File: config.mk
export PLATFORM = sky130hd
export DESIGN_NAME = mc_control_fsm_flat
export DESIGN_NICKNAME = d
export VERILOG_FILES = /design/src/rtl/mc_control_fsm_if.sv /design/src/rtl/mc_control_fsm.sv /design/src/flat_wrapper.sv
export SDC_FILE = /design/constraint.sdc
export NUM_CORES = 1
export LEC_CHECK = 0
export ABC_AREA = 1
export CAP_MARGIN = 30
export CORE_MARGIN = 2
export CORE_UTILIZATION = 37
export DETAILED_ROUTE_END_ITERATION = 12
export PLACE_DENSITY = 0.83
export SETUP_SLACK_MARGIN = 0.2
export SLEW_MARGIN = 20
export SYNTH_ARGS = -nofsm -noshare
export SYNTH_HDL_FRONTEND = slang
export SYNTH_SLANG_ARGS = --single-unit
File: constraint.sdc
create_clock -name clk -period 2.3 [get_ports clk]
set_input_delay 0.575 -clock clk [delete_from_list [all_inputs] [get_ports clk]]
set_output_delay 0.575 -clock clk [all_outputs]
set_load 0.01 [all_outputs]
File: src/rtl/mc_control_fsm_if.sv
// mc_control_fsm_if: decode inputs and datapath control outputs of the multicycle control unit
interface mc_control_fsm_if;
   logic [6:0] op;
   logic [2:0] f3;
   logic       f7;
   logic       zero;
   logic       memReady;
   logic       pcWrite;
   logic       adrSrc;
   logic       memWrite;
   logic       irWrite;
   logic [1:0] resSrc;
   logic [2:0] ALUControl;
   logic [1:0] aluSrcA;
   logic [1:0] aluSrcB;
   logic [1:0] inmSrc;
   logic       regWrite;
   logic       illegal;
   logic [3:0] state;
   modport master (
      output op, f3, f7, zero, memReady,
      input  pcWrite, adrSrc, memWrite, irWrite, resSrc, ALUControl,
             aluSrcA, aluSrcB, inmSrc, regWrite, illegal, state
   );
   modport slave (
      input  op, f3, f7, zero, memReady,
      output pcWrite, adrSrc, memWrite, irWrite, resSrc, ALUControl,
             aluSrcA, aluSrcB, inmSrc, regWrite, illegal, state
   );
endinterface

File: src/rtl/mc_control_fsm.sv
// mc_control_fsm: multicycle RV32 subset control unit (lw/sw/R/I/beq/bne/jal)
module mc_control_fsm (
   input logic         clk,
   input logic         reset,
   mc_control_fsm_if.slave bus
);
   typedef enum logic [3:0] {
      FETCH, DECODE, MEMADR, MEMREAD, MEMWB, MEMWRITE,
      EXECR, EXECI, ALUWB, BRANCH, JAL
   } state_t;
   localparam logic [6:0] OP_LW = 7'b0000011;
   localparam logic [6:0] OP_SW = 7'b0100011;
   localparam logic [6:0] OP_R  = 7'b0110011;
   localparam logic [6:0] OP_I  = 7'b0010011;
   localparam logic [6:0] OP_BR = 7'b1100011;
   localparam logic [6:0] OP_J  = 7'b1101111;
   state_t     st, nx;
   logic       pc_w, adr, mem_w, ir_w, reg_w, ill, ill_f;
   logic [1:0] res, sa, sb;
   logic [2:0] alu, alu_f;
   always_ff @(posedge clk or posedge reset)
      if (reset) st <= FETCH;
      else st <= nx;
   assign alu_f = bus.f3 == 3'b000 ? ((bus.op[5] & bus.f7) ? 3'b001 : 3'b000) :
                  bus.f3 == 3'b100 ? 3'b100 :
                  bus.f3 == 3'b010 ? 3'b101 :
                  bus.f3 == 3'b110 ? 3'b011 :
                  bus.f3 == 3'b111 ? 3'b010 : 3'b000;
   assign ill_f = bus.f3[0] & ~(bus.f3[2] & bus.f3[1]);
   always_comb begin
      nx    = FETCH;
      pc_w  = 1'b0;
      adr   = 1'b0;
      mem_w = 1'b0;
      ir_w  = 1'b0;
      reg_w = 1'b0;
      ill   = 1'b0;
      res   = 2'b00;
      alu   = 3'b000;
      sa    = 2'b00;
      sb    = 2'b00;
      case (st)
         FETCH: begin
            sb   = 2'b10;
            res  = 2'b10;
            ir_w = bus.memReady;
            pc_w = bus.memReady;
            nx   = bus.memReady ? DECODE : FETCH;
         end
         DECODE: begin
            sa  = 2'b01;
            sb  = 2'b01;
            nx  = (bus.op == OP_LW || bus.op == OP_SW) ? MEMADR :
                  bus.op == OP_R  ? EXECR :
                  bus.op == OP_I  ? EXECI :
                  bus.op == OP_BR ? BRANCH :
                  bus.op == OP_J  ? JAL : FETCH;
            ill = nx == FETCH;
         end
         MEMADR: begin
            sa = 2'b10;
            sb = 2'b01;
            nx = bus.op[5] ? MEMWRITE : MEMREAD;
         end
         MEMREAD: begin
            adr = 1'b1;
            nx  = bus.memReady ? MEMWB : MEMREAD;
         end
         MEMWB: begin
            res   = 2'b01;
            reg_w = 1'b1;
         end
         MEMWRITE: begin
            adr   = 1'b1;
            mem_w = bus.memReady;
            nx    = bus.memReady ? FETCH : MEMWRITE;
         end
         EXECR: begin
            sa  = 2'b10;
            alu = alu_f;
            ill = ill_f;
            nx  = ALUWB;
         end
         EXECI: begin
            sa  = 2'b10;
            sb  = 2'b01;
            alu = alu_f;
            ill = ill_f;
            nx  = ALUWB;
         end
         ALUWB: reg_w = 1'b1;
         BRANCH: begin
            sa   = 2'b10;
            alu  = 3'b001;
            pc_w = bus.zero ^ bus.f3[0];
         end
         JAL: begin
            sa   = 2'b01;
            sb   = 2'b10;
            pc_w = 1'b1;
            nx   = ALUWB;
         end
         default: nx = FETCH;
      endcase
   end
   // reset kills every strobe combinationally so an in-flight write never lands
   assign bus.pcWrite    = pc_w & ~reset;
   assign bus.irWrite    = ir_w & ~reset;
   assign bus.memWrite   = mem_w & ~reset;
   assign bus.regWrite   = reg_w & ~reset;
   assign bus.illegal    = ill & ~reset;
   assign bus.adrSrc     = adr;
   assign bus.resSrc     = res;
   assign bus.ALUControl = alu;
   assign bus.aluSrcA    = sa;
   assign bus.aluSrcB    = sb;
   assign bus.inmSrc     = bus.op == OP_SW ? 2'b01 :
                           bus.op == OP_BR ? 2'b10 :
                           bus.op == OP_J  ? 2'b11 : 2'b00;
   assign bus.state      = st;
endmodule

File: src/flat_wrapper.sv
// flat-port wrapper written by rule: the top's interface ports become plain ports
module mc_control_fsm_flat 
  (clk, reset, bus_op, bus_f3, bus_f7, bus_zero, bus_memReady, bus_pcWrite, bus_adrSrc, bus_memWrite, bus_irWrite, bus_resSrc, bus_ALUControl, bus_aluSrcA, bus_aluSrcB, bus_inmSrc, bus_regWrite, bus_illegal, bus_state);
  mc_control_fsm_if bus_i ();
  input logic clk;
  input logic reset;
  input wire logic [$bits(bus_i.op)-1:0] bus_op;
  input wire logic [$bits(bus_i.f3)-1:0] bus_f3;
  input wire logic [$bits(bus_i.f7)-1:0] bus_f7;
  input wire logic [$bits(bus_i.zero)-1:0] bus_zero;
  input wire logic [$bits(bus_i.memReady)-1:0] bus_memReady;
  output wire logic [$bits(bus_i.pcWrite)-1:0] bus_pcWrite;
  output wire logic [$bits(bus_i.adrSrc)-1:0] bus_adrSrc;
  output wire logic [$bits(bus_i.memWrite)-1:0] bus_memWrite;
  output wire logic [$bits(bus_i.irWrite)-1:0] bus_irWrite;
  output wire logic [$bits(bus_i.resSrc)-1:0] bus_resSrc;
  output wire logic [$bits(bus_i.ALUControl)-1:0] bus_ALUControl;
  output wire logic [$bits(bus_i.aluSrcA)-1:0] bus_aluSrcA;
  output wire logic [$bits(bus_i.aluSrcB)-1:0] bus_aluSrcB;
  output wire logic [$bits(bus_i.inmSrc)-1:0] bus_inmSrc;
  output wire logic [$bits(bus_i.regWrite)-1:0] bus_regWrite;
  output wire logic [$bits(bus_i.illegal)-1:0] bus_illegal;
  output wire logic [$bits(bus_i.state)-1:0] bus_state;
  assign bus_i.op = bus_op;
  assign bus_i.f3 = bus_f3;
  assign bus_i.f7 = bus_f7;
  assign bus_i.zero = bus_zero;
  assign bus_i.memReady = bus_memReady;
  assign bus_pcWrite = bus_i.pcWrite;
  assign bus_adrSrc = bus_i.adrSrc;
  assign bus_memWrite = bus_i.memWrite;
  assign bus_irWrite = bus_i.irWrite;
  assign bus_resSrc = bus_i.resSrc;
  assign bus_ALUControl = bus_i.ALUControl;
  assign bus_aluSrcA = bus_i.aluSrcA;
  assign bus_aluSrcB = bus_i.aluSrcB;
  assign bus_inmSrc = bus_i.inmSrc;
  assign bus_regWrite = bus_i.regWrite;
  assign bus_illegal = bus_i.illegal;
  assign bus_state = bus_i.state;
  mc_control_fsm u_core (.clk(clk), .reset(reset), .bus(bus_i));
endmodule
# Yosys cells after proc, flatten, opt, wreduce, memory -nomap -nowiden
# Index checks and enable logic that the tools add are counted.
# Widths: inputs -> output; s select.
# totals
regBits,4
latch_bits,0
mem_bits_rw,0
rom_bits,0
input_bits,15
output_inout_bits,21
word_cells,73
n_memories,0
# op_classes
add_sub_neg,0
multipliers,0
div,0
magnitude_cmp,0
n_eq_ne,20
shifts,0
n_mux,29
bitwise_logic,11
reduce_logical,12
# op_table
cell,count
$pmux 4 s6,1
$mux 3,7
$mux 4,5
$eq 4x3->1 const B,4
$eq 7x6->1 const B,2
$eq 7x7->1 const B,2
$eq 4x4->1 const B,3
$pmux 2 s2,3
$reduce_or 2->1,5
$eq 3x3->1 const B,3
$and 1x1->1,8
$eq 4x2->1 const B,2
$logic_not 4->1,2
$mux 2,4
$eq 7x2->1 const B,1
$eq 7x5->1 const B,1
$mux 1,6
$pmux 3 s2,1
$reduce_or 3->1,2
$eq 4x1->1 const B,1
$reduce_or 4->1,1
$eq 3x2->1 const B,1
$logic_not 3->1,1
$pmux 1 s3,1
4 further kinds,5

# Logic depth before layout (Yosys ltp)
# logic_depth
ltp_word,9
mapped_depth,7
ltp_nobuf,7

# Least setup slack after synthesis
# No wires, ideal clock.
# synth_path
kind,input port to output port
startpoint,input port bus_op[1]
endpoint,output port bus_illegal
arrival_ps,1144
path_slack_ps,581
path_stages,7
path_buffers,0
path_cell_list,nand2_1 > nor2_1 > nand2_1 > nand2_2 > inv_2 > nand3_1 > a21oi_2
# synth_between
elab_chain_len,9
elab_cells_between_ends,15
cone_classes,eq/ne: 6; mux: 6; bitwise: 1; reduce/logical: 2
# synth_rtl
element,line_no,rtl
start: declaration,flat_wrapper.sv:7,input wire logic [$bits(bus_i.op)-1:0] bus_op;
$eq 7x7->1,mc_control_fsm.sv:57,bus.op == OP_J ? JAL : FETCH;
$mux 4,mc_control_fsm.sv:57,
$mux 4,mc_control_fsm.sv:56,bus.op == OP_BR ? BRANCH :
$mux 4,mc_control_fsm.sv:55,bus.op == OP_I ? EXECI :
$mux 4,mc_control_fsm.sv:54,bus.op == OP_R ? EXECR :
$mux 4 (*),mc_control_fsm.sv:53,nx = (bus.op == OP_LW || bus.op == OP_SW) ? MEMADR :
$logic_not 4->1 (*),mc_control_fsm.sv:58,ill = nx == FETCH;
$pmux 1 s2 (*),mc_control_fsm.sv:42,case (st)
$and 1x1->1 (*),mc_control_fsm.sv:111,assign bus.illegal = ill & ~reset;
end: declaration,flat_wrapper.sv:22,output wire logic [$bits(bus_i.illegal)-1:0] bus_illegal;
# Every way passes the cells marked *; elsewhere a longest branch is shown, timed or not.

# Final worst setup path
# layout_path
startpoint,input port bus_f3[2]
endpoint,output port bus_ALUControl[2]
# layout_between
elab_chain_len,5
elab_cells_between_ends,7
cone_classes,eq/ne: 2; mux: 4; reduce/logical: 1
# layout_rtl
element,line_no,rtl
start: declaration,flat_wrapper.sv:8,input wire logic [$bits(bus_i.f3)-1:0] bus_f3;
$eq 3x2->1,mc_control_fsm.sv:26,bus.f3 == 3'b010 ? 3'b101 :
$mux 3,mc_control_fsm.sv:26,
$mux 3,mc_control_fsm.sv:25,bus.f3 == 3'b100 ? 3'b100 :
$mux 3 (*),mc_control_fsm.sv:24,assign alu_f = bus.f3 == 3'b000 ? ((bus.op[5] & bus.f7) ? 3'b001 : 3'b000) :
$pmux 3 s2 (*),mc_control_fsm.sv:42,
end: declaration,flat_wrapper.sv:17,output wire logic [$bits(bus_i.ALUControl)-1:0] bus_ALUControl;
# Marked as above.

==> impl_metrics.py <==
metrics = {
    "cells_and_area": {
        "register_area_sq_um": 103,
        "area_growth_pct": 110,
        "layout.nets": 172,
        "n_antenna_cell": 0,
        "multi_input_area_sq_um": 438,
        "fin_area_sq_mm": 0.00111,
        "num-fill-cells": 94,
        "stdcell_count": 170,
        "largest_reg_flops": 4,
        "drive_above_1_share": 0.529,
    },
    "floorplanning": {
        "io_pins": 36,
        "initial_core_util": 0.401,
        "die_w_um": 41.8,
        "core_sq_mm": 0.00132,
        "die-area_sq_mm": 0.00175,
        "rows": 13,
        "die_y_um": 41.8,
    },
    "setup_path": {
        "slowest_stage": "dlygate4sd1_1",
        "r2r_setup_slack_ps": 980,
        "reg2reg_to": "u_core.bus.state[0]$_DFF_PP0_",
        "critPathRequiredTime_ps": 1730,
        "worst-path-buf-inv": 3,
        "crit_chain": "dlygate4sd2_1, nand2_1, inv_1, nor4_2, dlygate4sd1_1",
        "crit_path_start_kind": "input pin",
        "path_class": "input pin to output port",
        "arrival_ps": 1500,
        "cp_top_family": "buffers and inverters",
        "crit_path_end_kind": "output port",
        "reg2reg_from": "u_core.bus.state[1]$_DFF_PP0_",
        "crit_path_max_fanout": 3,
        "worstRegToRegCells": 8,
        "critical-path-max-stage-delay_ps": 290,
    },
    "clock_network": {
        "cts_tree": "built",
        "clk_pin_slew_worst_paths_ps": 40,
        "htreeDepth": 1,
        "ctsRootBufferMaster": "clkbuf_4",
        "clock_path_buffers": 2,
        "numCtsBuffers": 3,
        "insertion_delay_ps": 240,
        "cts.sinks": 4,
    },
    "placement": {
        "place.port_buffers": 35,
        "hpwl_um": 1480,
        "finalWeightedCongestion": 0.816,
        "place_inst": 156,
        "dpl-instance-area_sq_um": 995,
    },
    "global_routing": {
        "globalRouteTotalUtil": 0.250,
        "grt_max_degree": 7,
        "grt_pass1_vias": 810,
        "antenna_found_initial": 0,
        "grt_pass1_wl_um": 3420,
        "grt_overflow": 0,
    },
    "timing": {
        "rsz0062_at_grt": "true",
        "hold_viol_final": 0,
        "fin_crit_ps": 2070,
        "fin_tns_setup_ps": 0,
        "fmax_mhz": 482,
        "period_share": 0.901,
        "final_max_slew_viol_count": 0,
        "relSlewSlack": 0.780,
        "tightest_slew_ps": 326,
        "fin_skew_ps": 7.27,
        "setup_violations": 0,
    },
    "pwr": {
        "finalPower_uw": 386,
        "ir_drop_uv": 487,
        "cellLeakagePower_nw": 0.625,
        "powerDensity_mw_per_mm2": 348,
    },
    "run_status": {
        "outcome": "completed",
    },
    "logic_synthesis": {
        "synthTopCellsByArea": "dfrtp_1 (19%), nand2_1 (16%), inv_1 (12%)",
        "synth_top_family_by_area": "simple AND/OR/NAND/NOR gates",
        "netlist.area_leader.share": 0.190,
        "synth_compound_area_frac": 0.0877,
        "syn-num-nets": 108,
        "synth_cell_types": 21,
        "synthesis.area_sq_um": 528,
        "synth_area_leader_cell": "dfrtp_1",
        "synth_seq_cells": 4,
        "postSynthAreaPerCell_sq_um": 5.68,
        "netlist_instances": 93,
        "synthXorXnorAreaFrac": 0.0166,
        "synthMuxAreaShare": 0,
        "yosysWarnings": 0,
        "ys_seq_area_frac": 0.190,
        "yosys.area_share.simple": 0.564,
        "synth-adder-area-share": 0,
    },
    "routing": {
        "routed_via_density": 5.06,
        "ant_nets": 0,
        "drt-total-wl_um": 2280,
        "avgRoutedWirePerCell_um": 13.4,
        "dr.pass1.iters": 4,
        "drt_iter0_markers": 15,
        "route.vias.total": 860,
        "drc_errors": 0,
    },
    "min_path": {
        "hp-class": "input pin to async pin",
    },
    "run": {
        "cap_violations": 0,
    },
}
## worst max-delay path by stage
| stage | start | to | slack [ps] | depth (start not counted) |
|---|---|---|---|---|
| final | bus_f3[2] | bus_ALUControl[2] | 230 | 5 |
| after floorplan | bus_op[1] | bus_illegal | 580 | 7 |
| after global routing | u_core.bus.state[2]$_DFF_PP0_ | bus_aluSrcA[1] | 160 | 6 |
| after global placement | bus_op[5] | bus_inmSrc[0] | -430 | 8 |
| after detailed placement | bus_op[5] | bus_illegal | -490 | 8 |
| after CTS | u_core.bus.state[1]$_DFF_PP0_ | bus_resSrc[0] | 140 | 5 |
## cell usage after synthesis, drive strengths merged
master,number
inv,20
nand3,8
dfrtp,4
nor3,4
nand4,4
a21oi,2
o211ai,1
a31o,1
a211oi,1
or2,1
nor4,2
nand2,25
o311ai,1
xnor2,1
nor2,18
## kinds of logic after synthesis
group,count (synthesis)
buffers and inverters,20
DFF,4
xor gates and xnor gates,1
AOI/OAI and AO/OA,6
and+or+nand+nor,62
## per-stage QoR
step	setup WS (ps)	util	hold slack (ps)
global route	158	0.842	562
detailed placement	-489	0.755	748
floorplan	581	-	341
global placement	-434	0.755	738
finish	227	0.842	552
CTS	140	0.800	554
## cell usage in the layout, fill, tap and decap left out, drive strengths merged
master         instances
clkdlybuf4s50          5
clkdlybuf4s15          3
nand2                 25
clkbuf                10
nand3                  8
buf                   31
dlymetal6s2s           2
o311ai                 1
o211ai                 1
nor2                  18
a21oi                  2
nor3                   4
or2                    1
dlygate4sd2           10
a211oi                 1
dfrtp                  4
nor4                   2
inv                   20
dlygate4sd1            1
nand4                  4
a31o                   1
xnor2                  1
## tightest hold or removal path: cells and delay by family
family / cells / cell delay (ps)
buffers and inverters: 3 / 570
## where the power goes
part	switching, mW	leakage [nW]	internal [mW]
Clock	0.0304	0.0138	0.0585
Combinational	0.111	0.560	0.105
Sequential	0.00638	0.0509	0.0752
Total	0.147	0.625	0.239
## cell type report
cell class	instances	area share
Sequential cell	4	0.0924
Inverter	20	0.0676
Tap cell	15	0.0169
Timing Repair Buffer	59	0.408
Clock buffer	3	0.0203
Multi-Input combinational cell	69	0.395
## repair_timing
| item | 4_1_cts | 5_1_grt |
|---|---|---|
| endpoints found under the setup margin | 16 | 14 |
| resized for setup | 65 | 41 |
| setup buffers | 7 | 4 |
| hold buffers | 0 | 0 |
| pin swaps | 8 | 11 |
## layer usage
| metal | global-route usage | vias to the layer above | routed length (um) |
|---|---|---|---|
| met1 | 0.274 | 393 | 858 |
| li1 | - | 425 | - |
| met2 | 0.478 | 40 | 1250 |
| met5 | 0 | - | 0 |
| met3 | 0.0696 | 2 | 152 |
| met4 | 0.0387 | 0 | 15 |
(Power assumes the default switching activity.)
